==> src/rtl/alu_arbiter.sv <==
// Two-requester round-robin arbiter in front of a pipelined ALU; results are routed back via an in-order tag FIFO.
// Define ALU_ARB_ERR_EN to add the sticky o_err protocol-error output.
module alu_arbiter #(
  parameter int INST_W = 4,
  parameter int DATA_W = 16,
  parameter int DEPTH  = 4
) (
  input  logic                     i_clk,
  input  logic                     i_rst_n,
  input  logic                     i_req0_valid,
  input  logic                     i_req1_valid,
  output logic                     o_req0_ready,
  output logic                     o_req1_ready,
  input  logic [INST_W-1:0]        i_req0_inst,
  input  logic [DATA_W-1:0]        i_req0_a,
  input  logic [DATA_W-1:0]        i_req0_b,
  input  logic [INST_W-1:0]        i_req1_inst,
  input  logic [DATA_W-1:0]        i_req1_a,
  input  logic [DATA_W-1:0]        i_req1_b,
  output logic                     o_alu_valid,
  output logic [INST_W-1:0]        o_alu_inst,
  output logic [DATA_W-1:0]        o_alu_a,
  output logic [DATA_W-1:0]        o_alu_b,
  input  logic                     i_alu_busy,
  input  logic                     i_alu_out_valid,
  input  logic [DATA_W-1:0]        i_alu_data,
  output logic                     o_rsp0_valid,
  output logic                     o_rsp1_valid,
  output logic [DATA_W-1:0]        o_rsp0_data,
  output logic [DATA_W-1:0]        o_rsp1_data,
  output logic [$clog2(DEPTH):0]   o_outstanding
`ifdef ALU_ARB_ERR_EN
  ,
  output logic                     o_err
`endif
);

  localparam int PTR_W = $clog2(DEPTH);
  localparam int CNT_W = PTR_W + 1;

  logic              rr_q, rr_d;  // 1: requester 1 was granted last, so requester 0 wins a tie
  logic [CNT_W-1:0]  cnt_q, cnt_d;
  logic [PTR_W-1:0]  wr_q, wr_d, rd_q, rd_d;
  logic [DEPTH-1:0]  tag_q, tag_d;
  logic              alu_valid_q, alu_valid_d;
  logic [INST_W-1:0] alu_inst_q, alu_inst_d;
  logic [DATA_W-1:0] alu_a_q, alu_a_d, alu_b_q, alu_b_d;
  logic              rsp0_valid_q, rsp0_valid_d, rsp1_valid_q, rsp1_valid_d;
  logic [DATA_W-1:0] rsp0_data_q, rsp0_data_d, rsp1_data_q, rsp1_data_d;
  logic              permit, gnt0, gnt1, gnt, pop, head;

  always_comb begin
    permit = i_rst_n && !i_alu_busy && (cnt_q < CNT_W'(DEPTH));
    gnt0   = permit && i_req0_valid && (!i_req1_valid || rr_q);
    gnt1   = permit && i_req1_valid && (!i_req0_valid || !rr_q);
    gnt    = gnt0 || gnt1;
    // A retire against an empty FIFO has no owner and is dropped
    pop    = i_alu_out_valid && (cnt_q != '0);
    head   = tag_q[rd_q];
  end

  assign o_req0_ready = gnt0;
  assign o_req1_ready = gnt1;

  always_comb begin
    rr_d         = rr_q;
    cnt_d        = cnt_q;
    wr_d         = wr_q;
    rd_d         = rd_q;
    tag_d        = tag_q;
    alu_valid_d  = gnt;
    alu_inst_d   = alu_inst_q;
    alu_a_d      = alu_a_q;
    alu_b_d      = alu_b_q;
    rsp0_valid_d = pop && !head;
    rsp1_valid_d = pop && head;
    rsp0_data_d  = rsp0_data_q;
    rsp1_data_d  = rsp1_data_q;

    if (gnt) begin
      rr_d        = gnt1;
      alu_inst_d  = gnt1 ? i_req1_inst : i_req0_inst;
      alu_a_d     = gnt1 ? i_req1_a    : i_req0_a;
      alu_b_d     = gnt1 ? i_req1_b    : i_req0_b;
      tag_d[wr_q] = gnt1;
      wr_d        = wr_q + PTR_W'(1);
    end
    if (pop) begin
      rd_d = rd_q + PTR_W'(1);
      if (head) rsp1_data_d = i_alu_data;
      else      rsp0_data_d = i_alu_data;
    end
    case ({gnt, pop})
      2'b10:   cnt_d = cnt_q + CNT_W'(1);
      2'b01:   cnt_d = cnt_q - CNT_W'(1);
      default: cnt_d = cnt_q;
    endcase
  end

  always_ff @(posedge i_clk) begin
    if (!i_rst_n) begin
      rr_q         <= 1'b1;
      cnt_q        <= '0;
      wr_q         <= '0;
      rd_q         <= '0;
      tag_q        <= '0;
      alu_valid_q  <= 1'b0;
      alu_inst_q   <= '0;
      alu_a_q      <= '0;
      alu_b_q      <= '0;
      rsp0_valid_q <= 1'b0;
      rsp1_valid_q <= 1'b0;
      rsp0_data_q  <= '0;
      rsp1_data_q  <= '0;
    end else begin
      rr_q         <= rr_d;
      cnt_q        <= cnt_d;
      wr_q         <= wr_d;
      rd_q         <= rd_d;
      tag_q        <= tag_d;
      alu_valid_q  <= alu_valid_d;
      alu_inst_q   <= alu_inst_d;
      alu_a_q      <= alu_a_d;
      alu_b_q      <= alu_b_d;
      rsp0_valid_q <= rsp0_valid_d;
      rsp1_valid_q <= rsp1_valid_d;
      rsp0_data_q  <= rsp0_data_d;
      rsp1_data_q  <= rsp1_data_d;
    end
  end

  assign o_alu_valid   = alu_valid_q;
  assign o_alu_inst    = alu_inst_q;
  assign o_alu_a       = alu_a_q;
  assign o_alu_b       = alu_b_q;
  assign o_rsp0_valid  = rsp0_valid_q;
  assign o_rsp1_valid  = rsp1_valid_q;
  assign o_rsp0_data   = rsp0_data_q;
  assign o_rsp1_data   = rsp1_data_q;
  assign o_outstanding = cnt_q;

`ifdef ALU_ARB_ERR_EN
  logic err_q, err_d;

  // Sticky: orphan result, or an issue presented while the ALU reports busy
  always_comb begin
    err_d = err_q || (i_alu_out_valid && (cnt_q == '0)) || (alu_valid_q && i_alu_busy);
  end

  always_ff @(posedge i_clk) begin
    if (!i_rst_n) err_q <= 1'b0;
    else          err_q <= err_d;
  end

  assign o_err = err_q;
`endif

endmodule

==> config.mk <==
export PLATFORM = sky130hd
export DESIGN_NAME = alu_arbiter
export DESIGN_NICKNAME = d
export VERILOG_FILES = /design/src/rtl/alu_arbiter.sv
export SDC_FILE = /design/constraint.sdc
export NUM_CORES = 1
export LEC_CHECK = 0
export ABC_AREA = 1
export CAP_MARGIN = 20
export CORE_MARGIN = 2
export CORE_UTILIZATION = 45
export CTS_CLUSTER_DIAMETER = 40
export DETAILED_ROUTE_END_ITERATION = 8
export GPL_TIMING_DRIVEN = 0
export PLACE_DENSITY_LB_ADDON = 0.1
export REMOVE_ABC_BUFFERS = 1
export SYNTH_ARGS = -nofsm -noshare
export SYNTH_HDL_FRONTEND = slang
export SYNTH_SLANG_ARGS = --single-unit
==> constraint.sdc <==
create_clock -name i_clk -period 4.3 [get_ports i_clk]
set_input_delay 0.86 -clock i_clk [delete_from_list [all_inputs] [get_ports i_clk]]
set_output_delay 0.86 -clock i_clk [all_outputs]
set_load 0.01 [all_outputs]
==> Flow_metrics.wiki <==
{| class="wikitable"
! Metric !! Value
|-
| Status || finished clean
|-
| Number of input and output port buffers inserted || 169
|-
| Cell type with the highest aggregate area in the netlist || sky130_fd_sc_hd__dfxtp_1
|-
| Launch point of the worst reg-to-reg path || o_outstanding[2]
|-
| Diode insertion count for antenna repair || 0
|-
| Drt initial violations || 126
|-
| Cells on worst reg2reg path || 12
|-
| Antenna viol nets, final || 0
|-
| Num rows || 35
|-
| Post-CTS clock slew at the launch and capture registers of the worst setup and hold paths || 90 ps
|-
| Initial core utilization || 45.8%
|-
| Nature of the critical path startpoint || primary input
|-
| Layout Nets || 897
|-
| Unrepaired setup endpoints after global routing || no
|-
| CORE AREA || 0.00915 mm^2
|-
| Final cycle utilization of the critical path || 90.7%
|-
| Area added between synthesis and finish || 46.5%
|-
| Pin count of the biggest net entering global routing || 62
|-
| Overall fraction of global-route tracks in use || 21.5%
|-
| TritonCTS clock tree || built
|-
| Achievable Freq || 256 MHz
|-
| Via total after detailed routing || 4322
|-
| Number of global-route vias before repair || 3972
|-
| Cell with the largest stage delay on the worst path || sky130_fd_sc_hd__buf_2
|-
| Worst slack after detailed placement || 105 ps
|-
| Ys async rst share || 0%
|-
| Most frequent cells after synthesis || sky130_fd_sc_hd__nand2_1 (171), sky130_fd_sc_hd__nor2_1 (162), sky130_fd_sc_hd__dfxtp_1 (83)
|-
| Setup violators final || 0
|-
| Most common flop cell mapped by yosys || sky130_fd_sc_hd__dfxtp_1
|-
| Total power divided by cell area || 407 mW/mm^2
|-
| Worst hold path depth || 2
|-
| Minimum period implied by the final worst setup slack || 3900 ps
|-
| H-Tree Level Count || 3
|-
| Hold Violations, Final || 0
|-
| Crit. Startpoint || i_rst_n
|-
| Total die area || 0.0101 mm^2
|-
| Max capacitance violation total || 0
|-
| Total wirelength of the detailed-routed design || 10.8 mm
|-
| Routed wirelength normalized by instance count || 11.8 um
|-
| Worst clock skew || 12.0 ps
|-
| Average size of a mapped cell || 6.45 um^2
|-
| Summed area of non-filler cells in the final layout || 0.00614 mm^2
|-
| GPL Wtd Cong || 0.759
|-
| Worst hold endpoint || tag_q[1]
|-
| Chip Width || 101 um
|-
| Data arrival time at the worst-slack endpoint || 3040 ps
|-
| R2R setup slack || 1240 ps
|-
| Grt ovf || 0
|-
| Number of buffers inserted for hold repair after clock tree synthesis || 0
|-
| Count of yosys warnings during synthesis || 0
|-
| Detailed-route DRC error count || 0
|-
| Worst VDD drop || 0.000205 V
|-
| Detailed-routing iteration count for the pre-antenna-repair pass || 4
|-
| Final Max Slew Viols || 0
|-
| Leading cell type by number of instances after synthesis || sky130_fd_sc_hd__nand2_1
|-
| Cells after Synth || 650
|-
| Total cell area at the placement stage || 0.00593 mm^2
|-
| Critical Path End Type || output pin
|-
| Max incr delay on CP || 570 ps
|-
| Insertion delay to the later sink of the worst-skew pair || 350 ps
|-
| Tightest slew margin relative to the limit || 46.7%
|-
| Number of buffer and inverter instances along the worst setup path || 3
|-
| Hold Path Origin || tag_q[1]
|-
| Proportion of layout cells with a drive suffix above 1 || 3.87%
|-
| Leading cell types by total area after synthesis || sky130_fd_sc_hd__dfxtp_1 (40%), sky130_fd_sc_hd__nand2_1 (15%), sky130_fd_sc_hd__nor2_1 (14%)
|-
| Type of the worst setup path || primary input to output pin
|-
| Post-synth EDFFs || 0
|-
| Post-CTS Setup Repair Bufs || 0
|-
| Dpl hpwl || 7.65 mm
|-
| Class of the most critical hold timing path || flip-flop to flip-flop
|-
| Top fanout value on the critical path || 37
|-
| Num Clock Sinks || 83
|-
| Post-CTS Resized || 0
|-
| Ordered list of cells on the worst path || buf_2, nand2_4, nor2_8, nand2_1, inv_1, clkdlybuf4s50_1
|-
| Routed via count divided by cell count || 4.73
|-
| Antenna violations before repair || 0
|-
| Die Y-Extent || 101 um
|-
| Least setup slack across all paths after layout || 398 ps
|-
| IO Count || 170
|-
| Num CTS Buffers || 9
|-
| Worst hold slack || 473 ps
|-
| Count of cell types in the netlist || 23
|-
| Leak || 2.92 nW
|-
| Share of the synthesized area in the top cell type || 39.6%
|-
| Global-route wire length before repair || 17.6 mm
|-
| Sequential share of the synthesized area || 39.6%
|-
| Area of the mapped netlist || 0.00420 mm^2
|-
| Number of buffers on the longest clock path || 2
|-
| Capturing point of the worst reg2reg path || o_outstanding[2]
|-
| Critical path required time || 3440 ps
|-
| Post-synthesis sequential element count || 83
|-
| Kind of cell with the highest combined delay on the critical path || buffers and inverters
|-
| Library cell used as clock root buffer || sky130_fd_sc_hd__clkbuf_8
|-
| Worst Tran Pin Value || 797 ps
|}
-- flip-flops by register name, summed over array words and instances, names as in the netlist --
name           flops
o_alu_a           16
o_alu_b           16
o_rsp0_data       16
o_rsp1_data       16
o_alu_inst         4
tag_q              4
o_outstanding      3
rd_q               2
wr_q               2
o_alu_valid        1
o_rsp0_valid       1
o_rsp1_valid       1
rr_q               1
-- layout by cell type, fill, tap and decap left out --
master and n:
sky130_fd_sc_hd__fa_1 1, sky130_fd_sc_hd__clkbuf_8 9, sky130_fd_sc_hd__nand3_1 42, sky130_fd_sc_hd__a21oi_4 1
sky130_fd_sc_hd__clkdlybuf4s50_1 168, sky130_fd_sc_hd__ha_1 5, sky130_fd_sc_hd__a21oi_2 1, sky130_fd_sc_hd__inv_2 2
sky130_fd_sc_hd__dfxtp_1 83, sky130_fd_sc_hd__buf_16 2, sky130_fd_sc_hd__buf_8 1, sky130_fd_sc_hd__clkinvlp_4 2
sky130_fd_sc_hd__nand3b_1 36, sky130_fd_sc_hd__nor3_1 2, sky130_fd_sc_hd__clkinv_2 1, sky130_fd_sc_hd__buf_2 1
sky130_fd_sc_hd__bufinv_16 1, sky130_fd_sc_hd__clkinv_4 1, sky130_fd_sc_hd__nand2_1 171, sky130_fd_sc_hd__a21oi_1 24
sky130_fd_sc_hd__nand2_4 2, sky130_fd_sc_hd__nor2_4 1, sky130_fd_sc_hd__buf_12 3, sky130_fd_sc_hd__nor2_8 1
sky130_fd_sc_hd__inv_1 72, sky130_fd_sc_hd__nor2_1 162, sky130_fd_sc_hd__o21ai_0 4, sky130_fd_sc_hd__inv_6 2
sky130_fd_sc_hd__o211ai_1 1
-- area by class of cell --
type / count / area (um^2)
Clock inverter: 7 / 76.3
Sequential cell: 83 / 1660
Multi-Input combinational cell: 454 / 2050
Clock buffer: 9 / 124
Fill cell: 830 / 3010
Inverter: 74 / 278
Timing Repair Buffer: 175 / 1820
Tap cell: 111 / 139
-- worst reg2reg max path, stage by stage, from the launching register on --
cell and delay (ps):
sky130_fd_sc_hd__dfxtp_1 470, sky130_fd_sc_hd__nor2_8 90, sky130_fd_sc_hd__nand2_1 600, sky130_fd_sc_hd__buf_16 240, sky130_fd_sc_hd__nand2_1 310, sky130_fd_sc_hd__inv_1 240
sky130_fd_sc_hd__ha_1 190, sky130_fd_sc_hd__inv_1 70, sky130_fd_sc_hd__fa_1 380, sky130_fd_sc_hd__nand2_1 80, sky130_fd_sc_hd__nand3_1 80, sky130_fd_sc_hd__o21ai_0 150
sky130_fd_sc_hd__a21oi_1 50
-- stage by stage --
stage,util [%],setup TNS (ps),power [mW],cells
2_1_floorplan,-,0,1.46,611
3_3_place_gp,63.4,-114260,1.88,891
3_5_place_dp,64.8,0,1.94,896
4_1_cts,67.0,0,2.51,912
5_1_grt,67.1,0,2.66,913
6_report,67.1,0,2.50,913
-- cell families after synthesis --
kind of cell | count (synthesis) | share of synthesized area [%]
compound gates | 31 | 3.94
buf+inv | 113 | 11.8
fa+ha+maj | 6 | 1.97
simple gates | 417 | 42.6
flops | 83 | 39.6
-- routing by layer --
metal  routed length, um  GRT usage, %  up-vias
li1                    -             -     2259
met1                4500          25.3     1912
met2                5210          37.7      140
met3                 933          6.66       11
met4                 135          6.22        0
met5                   0             0        -
-- worst max-delay path by stage --
| stage | endpoint | slack [ps] | cells after the start |
|---|---|---|---|
| floorplan | o_outstanding[2] | 90 | 13 |
| CTS | o_req0_ready | 370 | 6 |
| global route | o_outstanding[2] | 110 | 15 |
| detailed placement | o_outstanding[2] | 100 | 15 |
| finish | o_req0_ready | 400 | 6 |
| global placement | o_outstanding[2] | -3530 | 14 |
-- power breakdown --
part / internal [mW] / switching [mW]
Combinational: 0.483 / 0.464
Sequential: 0.899 / 0.0741
Clock: 0.273 / 0.306
Total: 1.65 / 0.844
Note: power is estimated with default switching activity, not from simulation.
